`src/rtl/codif_pkg.sv`:
```
// Shared types and helpers for the 8-line priority encoder.
package codif_pkg;

  localparam int N_LINES = 8;
  localparam int CODE_W  = 3;

  typedef enum logic [1:0] {
    IDLE,
    PRESENT,
    RELEASE
  } state_e;

  function automatic logic [CODE_W-1:0] prio_enc(
    input logic [N_LINES-1:0] v
  );
    logic [CODE_W-1:0] r;
    r = '0;
    for (int i = 0; i < N_LINES; i++) begin
      if (v[i]) r = CODE_W'(i);
    end
    return r;
  endfunction

  function automatic logic is_multi(
    input logic [N_LINES-1:0] v
  );
    return (v & (v - 8'd1)) != 8'd0;
  endfunction

endpackage

```
`src/rtl/sync_debounce.sv`:
```
// Input synchronizer plus debouncer for a bank of switch-like lines.
// s is the confirmed vector; stable says it has held DEB_CYCLES+1 samples.
module sync_debounce
  import codif_pkg::*;
#(
  parameter int SYNC_STAGES = 2,
  parameter int DEB_CYCLES  = 4
) (
  input  logic               clk,
  input  logic               rst_n,
  input  logic [N_LINES-1:0] din,
  output logic [N_LINES-1:0] s,
  output logic               stable
);

  localparam logic [7:0] DEB_MAX = 8'(DEB_CYCLES);

  logic [SYNC_STAGES-1:0][N_LINES-1:0] sync_q, sync_d;
  logic [N_LINES-1:0] prev_q, prev_d;
  logic [7:0] cnt_q, cnt_d;
  logic [N_LINES-1:0] sync_out;

  assign sync_out = sync_q[SYNC_STAGES-1];

  always_comb begin
    sync_d = {sync_q[SYNC_STAGES-2:0], din};
    prev_d = sync_out;
    cnt_d  = cnt_q;
    if (sync_out != prev_q) begin
      cnt_d = 8'd0;
    end else if (cnt_q != DEB_MAX) begin
      cnt_d = cnt_q + 8'd1;
    end
  end

  always_ff @(posedge clk or negedge rst_n) begin
    if (!rst_n) begin
      sync_q <= '0;
      prev_q <= '0;
      cnt_q  <= 8'd0;
    end else begin
      sync_q <= sync_d;
      prev_q <= prev_d;
      cnt_q  <= cnt_d;
    end
  end

  assign s      = prev_q;
  assign stable = (cnt_q == DEB_MAX);

endmodule

```
`src/rtl/codif_prio8.sv`:
```
// Sequential 8-to-3 priority encoder with valid/ack handshake.
module codif_prio8
  import codif_pkg::*;
#(
  parameter int SYNC_STAGES = 2,
  parameter int DEB_CYCLES  = 4
) (
  input  logic              clk,
  input  logic              rst_n,
  input  logic [N_LINES-1:0] d,
  output logic [CODE_W-1:0] code,
  output logic              valid,
  input  logic              ack,
  output logic              multi,
  output logic              busy
);

  logic [N_LINES-1:0] s;
  logic               stable;

  state_e            state_q, state_d;
  logic [CODE_W-1:0] code_q, code_d;
  logic              valid_q, valid_d;
  logic              multi_q, multi_d;
  logic              busy_q, busy_d;

  sync_debounce #(
    .SYNC_STAGES(SYNC_STAGES),
    .DEB_CYCLES (DEB_CYCLES)
  ) u_deb (
    .clk   (clk),
    .rst_n (rst_n),
    .din   (d),
    .s     (s),
    .stable(stable)
  );

  always_comb begin
    state_d = state_q;
    code_d  = code_q;
    valid_d = valid_q;
    multi_d = multi_q;
    busy_d  = busy_q;
    unique case (state_q)
      IDLE: begin
        if (stable && s != '0) begin
          code_d  = prio_enc(s);
          multi_d = is_multi(s);
          valid_d = 1'b1;
          busy_d  = 1'b1;
          state_d = PRESENT;
        end
      end
      PRESENT: begin
        if (ack) begin
          valid_d = 1'b0;
          state_d = RELEASE;
        end
      end
      RELEASE: begin
        // a fresh non-zero vector here is ignored until all lines drop
        if (stable && s == '0) begin
          busy_d  = 1'b0;
          state_d = IDLE;
        end
      end
      default: state_d = IDLE;
    endcase
  end

  always_ff @(posedge clk or negedge rst_n) begin
    if (!rst_n) begin
      state_q <= IDLE;
      code_q  <= '0;
      valid_q <= 1'b0;
      multi_q <= 1'b0;
      busy_q  <= 1'b0;
    end else begin
      state_q <= state_d;
      code_q  <= code_d;
      valid_q <= valid_d;
      multi_q <= multi_d;
      busy_q  <= busy_d;
    end
  end

  assign code  = code_q;
  assign valid = valid_q;
  assign multi = multi_q;
  assign busy  = busy_q;

endmodule
```
`config.mk`:
```
export PLATFORM = sky130hd
export DESIGN_NAME = codif_prio8
export DESIGN_NICKNAME = d
export VERILOG_FILES = /design/src/rtl/codif_pkg.sv /design/src/rtl/sync_debounce.sv /design/src/rtl/codif_prio8.sv
export SDC_FILE = /design/constraint.sdc
export NUM_CORES = 1
export LEC_CHECK = 0
export CAP_MARGIN = 10
export CORE_ASPECT_RATIO = 0.9
export CORE_MARGIN = 5
export CORE_UTILIZATION = 55
export CTS_BUF_LIST = sky130_fd_sc_hd__clkbuf_16
export DETAILED_ROUTE_END_ITERATION = 16
export DONT_BUFFER_PORTS = 1
export PLACE_DENSITY = 0.73
export SKIP_CTS_REPAIR_TIMING = 1
export SLEW_MARGIN = 20
export SYNTH_ARGS = -nofsm -noshare
export SYNTH_HDL_FRONTEND = slang
export SYNTH_SLANG_ARGS = --single-unit
```
`constraint.sdc`:
```
create_clock -name clk -period 1.8 [get_ports clk]
set_clock_uncertainty 0.1 [all_clocks]
set_input_delay 0.18 -clock clk [delete_from_list [all_inputs] [get_ports clk]]
set_output_delay 0.18 -clock clk [all_outputs]
set_load 0.01 [all_outputs]
```
==> reports/metrics.csv, run 1 <==
stage;metric;value;unit
pwr;Pleak;0.930;nW
yosys;Syn. warnings;0;
sta;Final Max Slew Viols;0;
yosys;share of the yosys chip area belonging to registers;62.3;%
detailed_routing;vias after detailed routing;1023;
sta;RSZ-0062 raised after global routing;true;
floorplan;Die Height;61.3;um
sta;Final setup violation count;3;
clocking;CTS sink count;40;
detailed_routing;Routed Antenna Nets;0;
sta;final hold vios;1;
sta;fin worst setup slack;-0.0954;ns
sta;Hold WS;-0.00952;ns
worst_hold_path;Hold Path Cell Cnt;2;
sta;minimum clock period;1.90;ns
worst_hold_path;hold_sp;ack;
grt;first-pass GRT wire length;4.73;mm
clocking;Worst-path clk slew;0.06;ns
detailed_routing;Avg WL per Cell;14.5;um
critical_path;Crit-path slowest cell;or4_4;
yosys;average cell area after synthesis;13.2;um^2
yosys;post-synth cell types;39;
yosys;syn nets;135;
status;outcome;complete, but fails checks;
grt;overall routing resource usage;16.5;%
placement;placed cells;176;
critical_path;crit-path max FO;5;
yosys;Post-synth top flop;dfrtp_1;
critical_path;largest stage delay on the critical path;0.60;ns
detailed_routing;vias per inst;5.22;
critical_path;cells along the critical path;or4_4 -> a2111oi_4 -> o32ai_2 -> mux2_4;
critical_path;Crit. End Element;flop;
grt;number of global-route vias before repair;991;
critical_path;RR Endpoint;multi;
sta;Achievable Freq;528;MHz
grt;antenna violations before repair;0;
yosys;Post-synth EDFFs;0;
layout;layout cells sized above 1;25.6;%
critical_path;Reg2Reg Depth;4;
clocking;CTS root buffer;clkbuf_16;
layout;cell area after layout;2100;um^2
worst_hold_path;Hold Path Class;input pin to flop;
yosys;asr flop ratio synth;100;%
pwr;Peak supply drop;781;uV
clocking;worst skew pair latency;0.28;ns
yosys;#FFs+latches synth;40;
flow_run;MaxCap Viol Count;0;
yosys;Synth top area share;62.3;%
yosys;post-synth design cell area;1610;um^2
critical_path;Setup CP Type;flop to flop;
placement;detailed placer's ending HPWL;1.86;mm
critical_path;crit start category;flop;
critical_path;reg2reg setup slack;-0.1;ns
yosys;most common cell in the netlist;dfrtp_1;
floorplan;initial core utilization;58.0;%
yosys;Post-Synthesis Cells;122;
floorplan;# rows;18;
clocking;total CTS buffers;5;
clocking;CTS tree;yes;
critical_path;Critical Path End;multi;
floorplan;Die ar.;4110;um^2
detailed_routing;DRC violation count after routing;0;
clocking;Clock Tree Buf Depth;2;
sta;period utilization;105;%
grt;pin count of the biggest net entering global routing;41;
yosys;commonest cells in the netlist;40 x dfrtp_1, 12 x nor2_1, 12 x xor2_1;
floorplan;die span in x;67.0;um
pwr;PD cells;904;nW/um^2
placement;Port Buffer Count;0;
yosys;Synth area leader;dfrtp_1;
floorplan;num ports;17;
placement;placed cell areas;1790;um^2
grt;GRT overflow;0;
placement;RD Place Congestion;0.814;
sta;Worst slew margin;73.0;%
layout;non-filler instance count after layout;196;
layout;Diodes inserted;0;
critical_path;WP data arrival;1.96;ns
critical_path;worst r2r src;u_deb.s[3];
layout;Synth-to-Final Area Change;30.5;%
detailed_routing;Starting DRT DRC Count;80;
layout;Final #Nets;168;
sta;Setup TNS Final;-0.168;ns
clocking;H-tree depth;2;
critical_path;worst setup path start;u_deb.s[3];
floorplan;Core Area;2770;um^2
critical_path;Critical Path RT;1.87;ns
detailed_routing;DRT Wirelength;2.85;mm
yosys;top cells by area, synth;dfrtp_1 62%, xor2_1 6.5%, a2111oi_4 3.4%;
detailed_routing;DRT Pass-1 Iters;4;
sta;Worst-Margin Slew;0.402;ns
status;violated checks;hold timing, setup timing;
power breakdown:
group,total (mW),internal (mW),switching (mW),leakage (nW)
Sequential,0.941,0.927,0.0140,0.503
Combinational,0.102,0.0497,0.0522,0.363
Clock,0.853,0.507,0.345,0.0635
Total,1.90,1.48,0.412,0.930
worst min path at each step:
| stage | end | slack, ns |
|---|---|---|
| final | state_q[0] | -0.01 |
| after floorplan | busy | -0.22 |
| after detailed placement | code[1] | -0.21 |
| after global routing | state_q[0] | 0.01 |
| after CTS | code[1] | -0.52 |
| after global placement | code[1] | -0.21 |
routing by layer:
layer | track usage, % | share of wire, % | vias to the layer above
li1 | - | - | 504
met1 | 19.3 | 45 | 493
met2 | 26.4 | 47 | 20
met3 | 7.48 | 5.9 | 6
met4 | 7.51 | 1.9 | 0
met5 | 0 | 0 | -
cell families (layout without fill, tap and decap cells):
family	Yosys count	after routing	share of synthesized area (%)
mux	4	4	2.96
flops	40	40	62.3
xor+xnor	13	13	7.08
fa+ha+maj	3	3	2.18
compound gates	15	15	9.11
buf+inv	6	40	1.40
simple gates	41	41	15.0
layout make-up:
cell class                      count  area [um^2]
Multi-Input combinational cell     76          636
Clock buffer                        5          125
Clock inverter                      3         18.8
Sequential cell                    40         1000
Timing Repair Buffer               26          245
Inverter                            6         22.5
Fill cell                         182          672
Tap cell                           40         50.0
state kept, by name, summed over array words and instances (netlist names):
signal        count
u_deb.prev_d      8
valid             1
u_deb.cnt_q       8
u_deb.sync_d      8
state_q           2
busy              1
code              3
multi             1
u_deb.s           8
cell usage in the layout (no fill, tap or decap), types with 3 or more instances in the layout:
cell type      instances
mux2_4                 3
nand3_1                5
xor2_1                12
nor4_1                 3
clkbuf_16              5
nand2_1                4
dfrtp_1               40
dlygate4sd3_1          9
nor2_1                12
buf_4                 15
inv_1                  6
through the flow:
stage               power [mW]  utilization [%]  hold WS [ns]  setup WS, ns
finish                    1.90             75.7      -0.00952       -0.0954
global route              1.97             75.7        0.0114        -0.168
CTS                       1.88             69.9        -0.519        -0.128
detailed placement        1.02             64.7        -0.215        -0.111
global placement          1.02             64.7        -0.215       -0.0888
floorplan                0.994                -        -0.216        -0.125
worst max-delay path, delay by kind of cell, from the launching register on:
kind / cells / cell delay [ns]
AO/OA/AOI/OAI: 2 / 0.44
flip-flops: 1 / 0.38
multiplexers: 1 / 0.26
AND/OR/NAND/NOR: 1 / 0.60
No activity file was read; power rests on OpenSTA's default activity.
==> inputs of run 2 (changes only) <==
--- a/config.mk
+++ b/config.mk
@@ -12,6 +12,7 @@
 export CTS_BUF_LIST = sky130_fd_sc_hd__clkbuf_16
 export DETAILED_ROUTE_END_ITERATION = 16
 export DONT_BUFFER_PORTS = 1
+export HOLD_SLACK_MARGIN = 0.05
 export PLACE_DENSITY = 0.73
 export SKIP_CTS_REPAIR_TIMING = 1
 export SLEW_MARGIN = 20
==> run 2 against run 1 <==
  * The run ends with setup timing left
  * Clock power is essentially flat
  * Sequential share of layout area shrank 0.23 points
  * Worst setup slack is essentially flat
  * Largest power group unchanged
==> reports/metrics.csv, run 2 (synthesis results as in run 1) <==
stage;metric;value;unit;change
placement;placed cells;176;;unchanged
detailed_routing;DRT Wirelength;2.86;mm;+0.39%
clocking;CTS root buffer;clkbuf_16;;
critical_path;Crit. End Element;flop;;
flow_run;MaxCap Viol Count;0;;unchanged
detailed_routing;DRT Pass-1 Iters;4;;unchanged
floorplan;Die Height;61.3;um;unchanged
clocking;CTS tree;yes;;
clocking;Worst-path clk slew;0.06;ns;about the same
sta;RSZ-0062 raised after global routing;true;;
pwr;Peak supply drop;781;uV;about the same
grt;first-pass GRT wire length;4.73;mm;unchanged
detailed_routing;Avg WL per Cell;14.5;um;-0.12%
sta;Achievable Freq;528;MHz;about the same
floorplan;# rows;18;;unchanged
critical_path;Reg2Reg Depth;4;;unchanged
pwr;Psw;412;uW;+0.15%
layout;Final #Nets;169;;+0.60%
worst_hold_path;Hold Path Cell Cnt;0;;-2
worst_hold_path;hold_sp;u_deb.sync_d[10];;
critical_path;worst r2r src;u_deb.s[3];;
pwr;Pwr Total;1.90;mW;+0.11%
pwr;Pleak;0.934;nW;+0.45%
layout;commonest non-fill, non-tap cell in the layout;dfrtp_1;;
grt;GRT overflow;0;;unchanged
layout;Diodes inserted;0;;unchanged
pwr;Comb power frac;5.5;%;about the same
critical_path;Setup CP Type;flop to flop;;
detailed_routing;Routed Antenna Nets;0;;unchanged
sta;fin worst setup slack;-0.0954;ns;+0.0000231 ns
critical_path;Critical Path RT;1.87;ns;about the same
layout;layout cells sized above 1;25.5;%;-0.16 points
floorplan;die span in x;67.0;um;unchanged
sta;minimum clock period;1.90;ns;-0.0000231 ns
status;violated checks;setup timing;;
critical_path;worst setup path start;u_deb.s[3];;
clocking;total CTS buffers;5;;unchanged
sta;Final setup violation count;3;;unchanged
worst_hold_path;Hold Path Class;flop to flop;;
pwr;PD cells;900;nW/um^2;-0.37%
clocking;CTS sink count;40;;unchanged
detailed_routing;vias per inst;5.20;;-0.31%
pwr;Clk pwr share;44.9;%;about the same
sta;period utilization;105;%;about the same
placement;detailed placer's ending HPWL;1.86;mm;unchanged
grt;antenna violations before repair;0;;unchanged
critical_path;crit-path max FO;5;;unchanged
placement;RD Place Congestion;0.814;;unchanged
pwr;sequential power share;49.6;%;about the same
placement;Port Buffer Count;0;;unchanged
layout;commonest cells after routing, fill and taps aside;40 x dfrtp_1, 15 x buf_4, 12 x nor2_1, 12 x xor2_1, 10 x dlygate4sd3_1;;
clocking;worst skew pair latency;0.28;ns;about the same
layout;non-filler instance count after layout;197;;+0.51%
status;outcome;complete, but fails checks;;
layout;Synth-to-Final Area Change;31.1;%;
clocking;H-tree depth;2;;unchanged
critical_path;WP data arrival;1.96;ns;about the same
detailed_routing;vias after detailed routing;1025;;+0.20%
detailed_routing;DRC violation count after routing;0;;unchanged
grt;overall routing resource usage;16.5;%;unchanged
floorplan;Core Area;2770;um^2;unchanged
layout;filler cell count;181;;-0.55%
floorplan;Die ar.;4110;um^2;unchanged
sta;Final Max Slew Viols;0;;unchanged
grt;number of global-route vias before repair;991;;unchanged
floorplan;num ports;17;;unchanged
pwr;Internal Dissipation;1.49;mW;about the same
clocking;Clock Tree Buf Depth;2;;unchanged
grt;pin count of the biggest net entering global routing;41;;unchanged
sta;Worst-Margin Slew;0.401;ns;-0.000133 ns
pwr;sw frac;21.7;%;about the same
sta;final hold vios;0;;-1
detailed_routing;Starting DRT DRC Count;64;;-20%
critical_path;crit start category;flop;;
sta;Worst slew margin;73.0;%;about the same
floorplan;initial core utilization;58.0;%;unchanged
-- run 2: cell count changes in the layout (fill, tap and decap cells not counted) --
| cell | before | now |
|---|---|---|
| dlygate4sd3_1 | 9 | 10 |
-- run 2: worst max-delay path, stage by stage, from the launching register on --
cell       delay [ns]
dfrtp_1          0.38
or4_4            0.60
a2111oi_4        0.33
o32ai_2          0.11
mux2_4           0.26
-- run 2: power by group through the flow --
stage | clock network [mW] | logic, mW | registers, mW
2_1_floorplan | 0 | 0.0273 | 0.966
3_3_place_gp | 0 | 0.0599 | 0.956
3_5_place_dp | 0 | 0.0620 | 0.957
4_1_cts | 0.872 | 0.0622 | 0.942
5_1_grt | 0.914 | 0.116 | 0.944
6_report | 0.853 | 0.104 | 0.941
-- run 2: metal layers --
metal	vias up	share of wire (%)	global-route usage, %
li1	506	-	-
met5	-	0	0
met3	6	5.5	7.48
met1	493	45	19.3
met2	20	47	26.4
met4	0	1.9	7.51
-- run 2: final timing paths --
| kind | slack, ns | end |
|---|---|---|
| min in group asynchronous | 0.29 | code[1] |
| hold reg to reg | 0.25 | u_deb.prev_d[2] |
| max in group asynchronous | 1.12 | u_deb.sync_d[13] |
| setup reg to reg | -0.1 | multi |
| setup / recovery | -0.1 | multi |
| hold / removal | 0.25 | u_deb.prev_d[2] |
-- run 2: final cells by class --
type	count	area, um^2	share of cell area [%]
tap	40	50.0	2.37
clock inverter	3	18.8	0.890
multi-input combinational	76	636	30.1
clock buffer	5	125	5.93
inverter	6	22.5	1.07
sequential	40	1000	47.5
timing repair buffer	27	255	12.1
-- run 2: per-stage QoR --
stage | cell area [um^2] | setup slack, ns | TNS [ns] | hold WS, ns | utilization (%)
floorplan | 1640 | -0.125 | -0.376 | -0.216 | -
global placement | 1790 | -0.0888 | -0.189 | -0.215 | 64.7
detailed placement | 1790 | -0.111 | -0.327 | -0.215 | 64.7
CTS | 1940 | -0.128 | -0.373 | -0.519 | 69.9
global route | 2110 | -0.168 | -0.540 | 0.256 | 76.1
finish | 2110 | -0.0954 | -0.165 | 0.247 | 76.1
==> inputs of run 3 (changes only) <==
--- a/config.mk
+++ b/config.mk
@@ -15,7 +15,6 @@
 export HOLD_SLACK_MARGIN = 0.05
 export PLACE_DENSITY = 0.73
 export SKIP_CTS_REPAIR_TIMING = 1
-export SLEW_MARGIN = 20
 export SYNTH_ARGS = -nofsm -noshare
 export SYNTH_HDL_FRONTEND = slang
 export SYNTH_SLANG_ARGS = --single-unit
==> results of run 3 <==
Same layout as run 2: the final DEF is identical, and so are final timing and power.
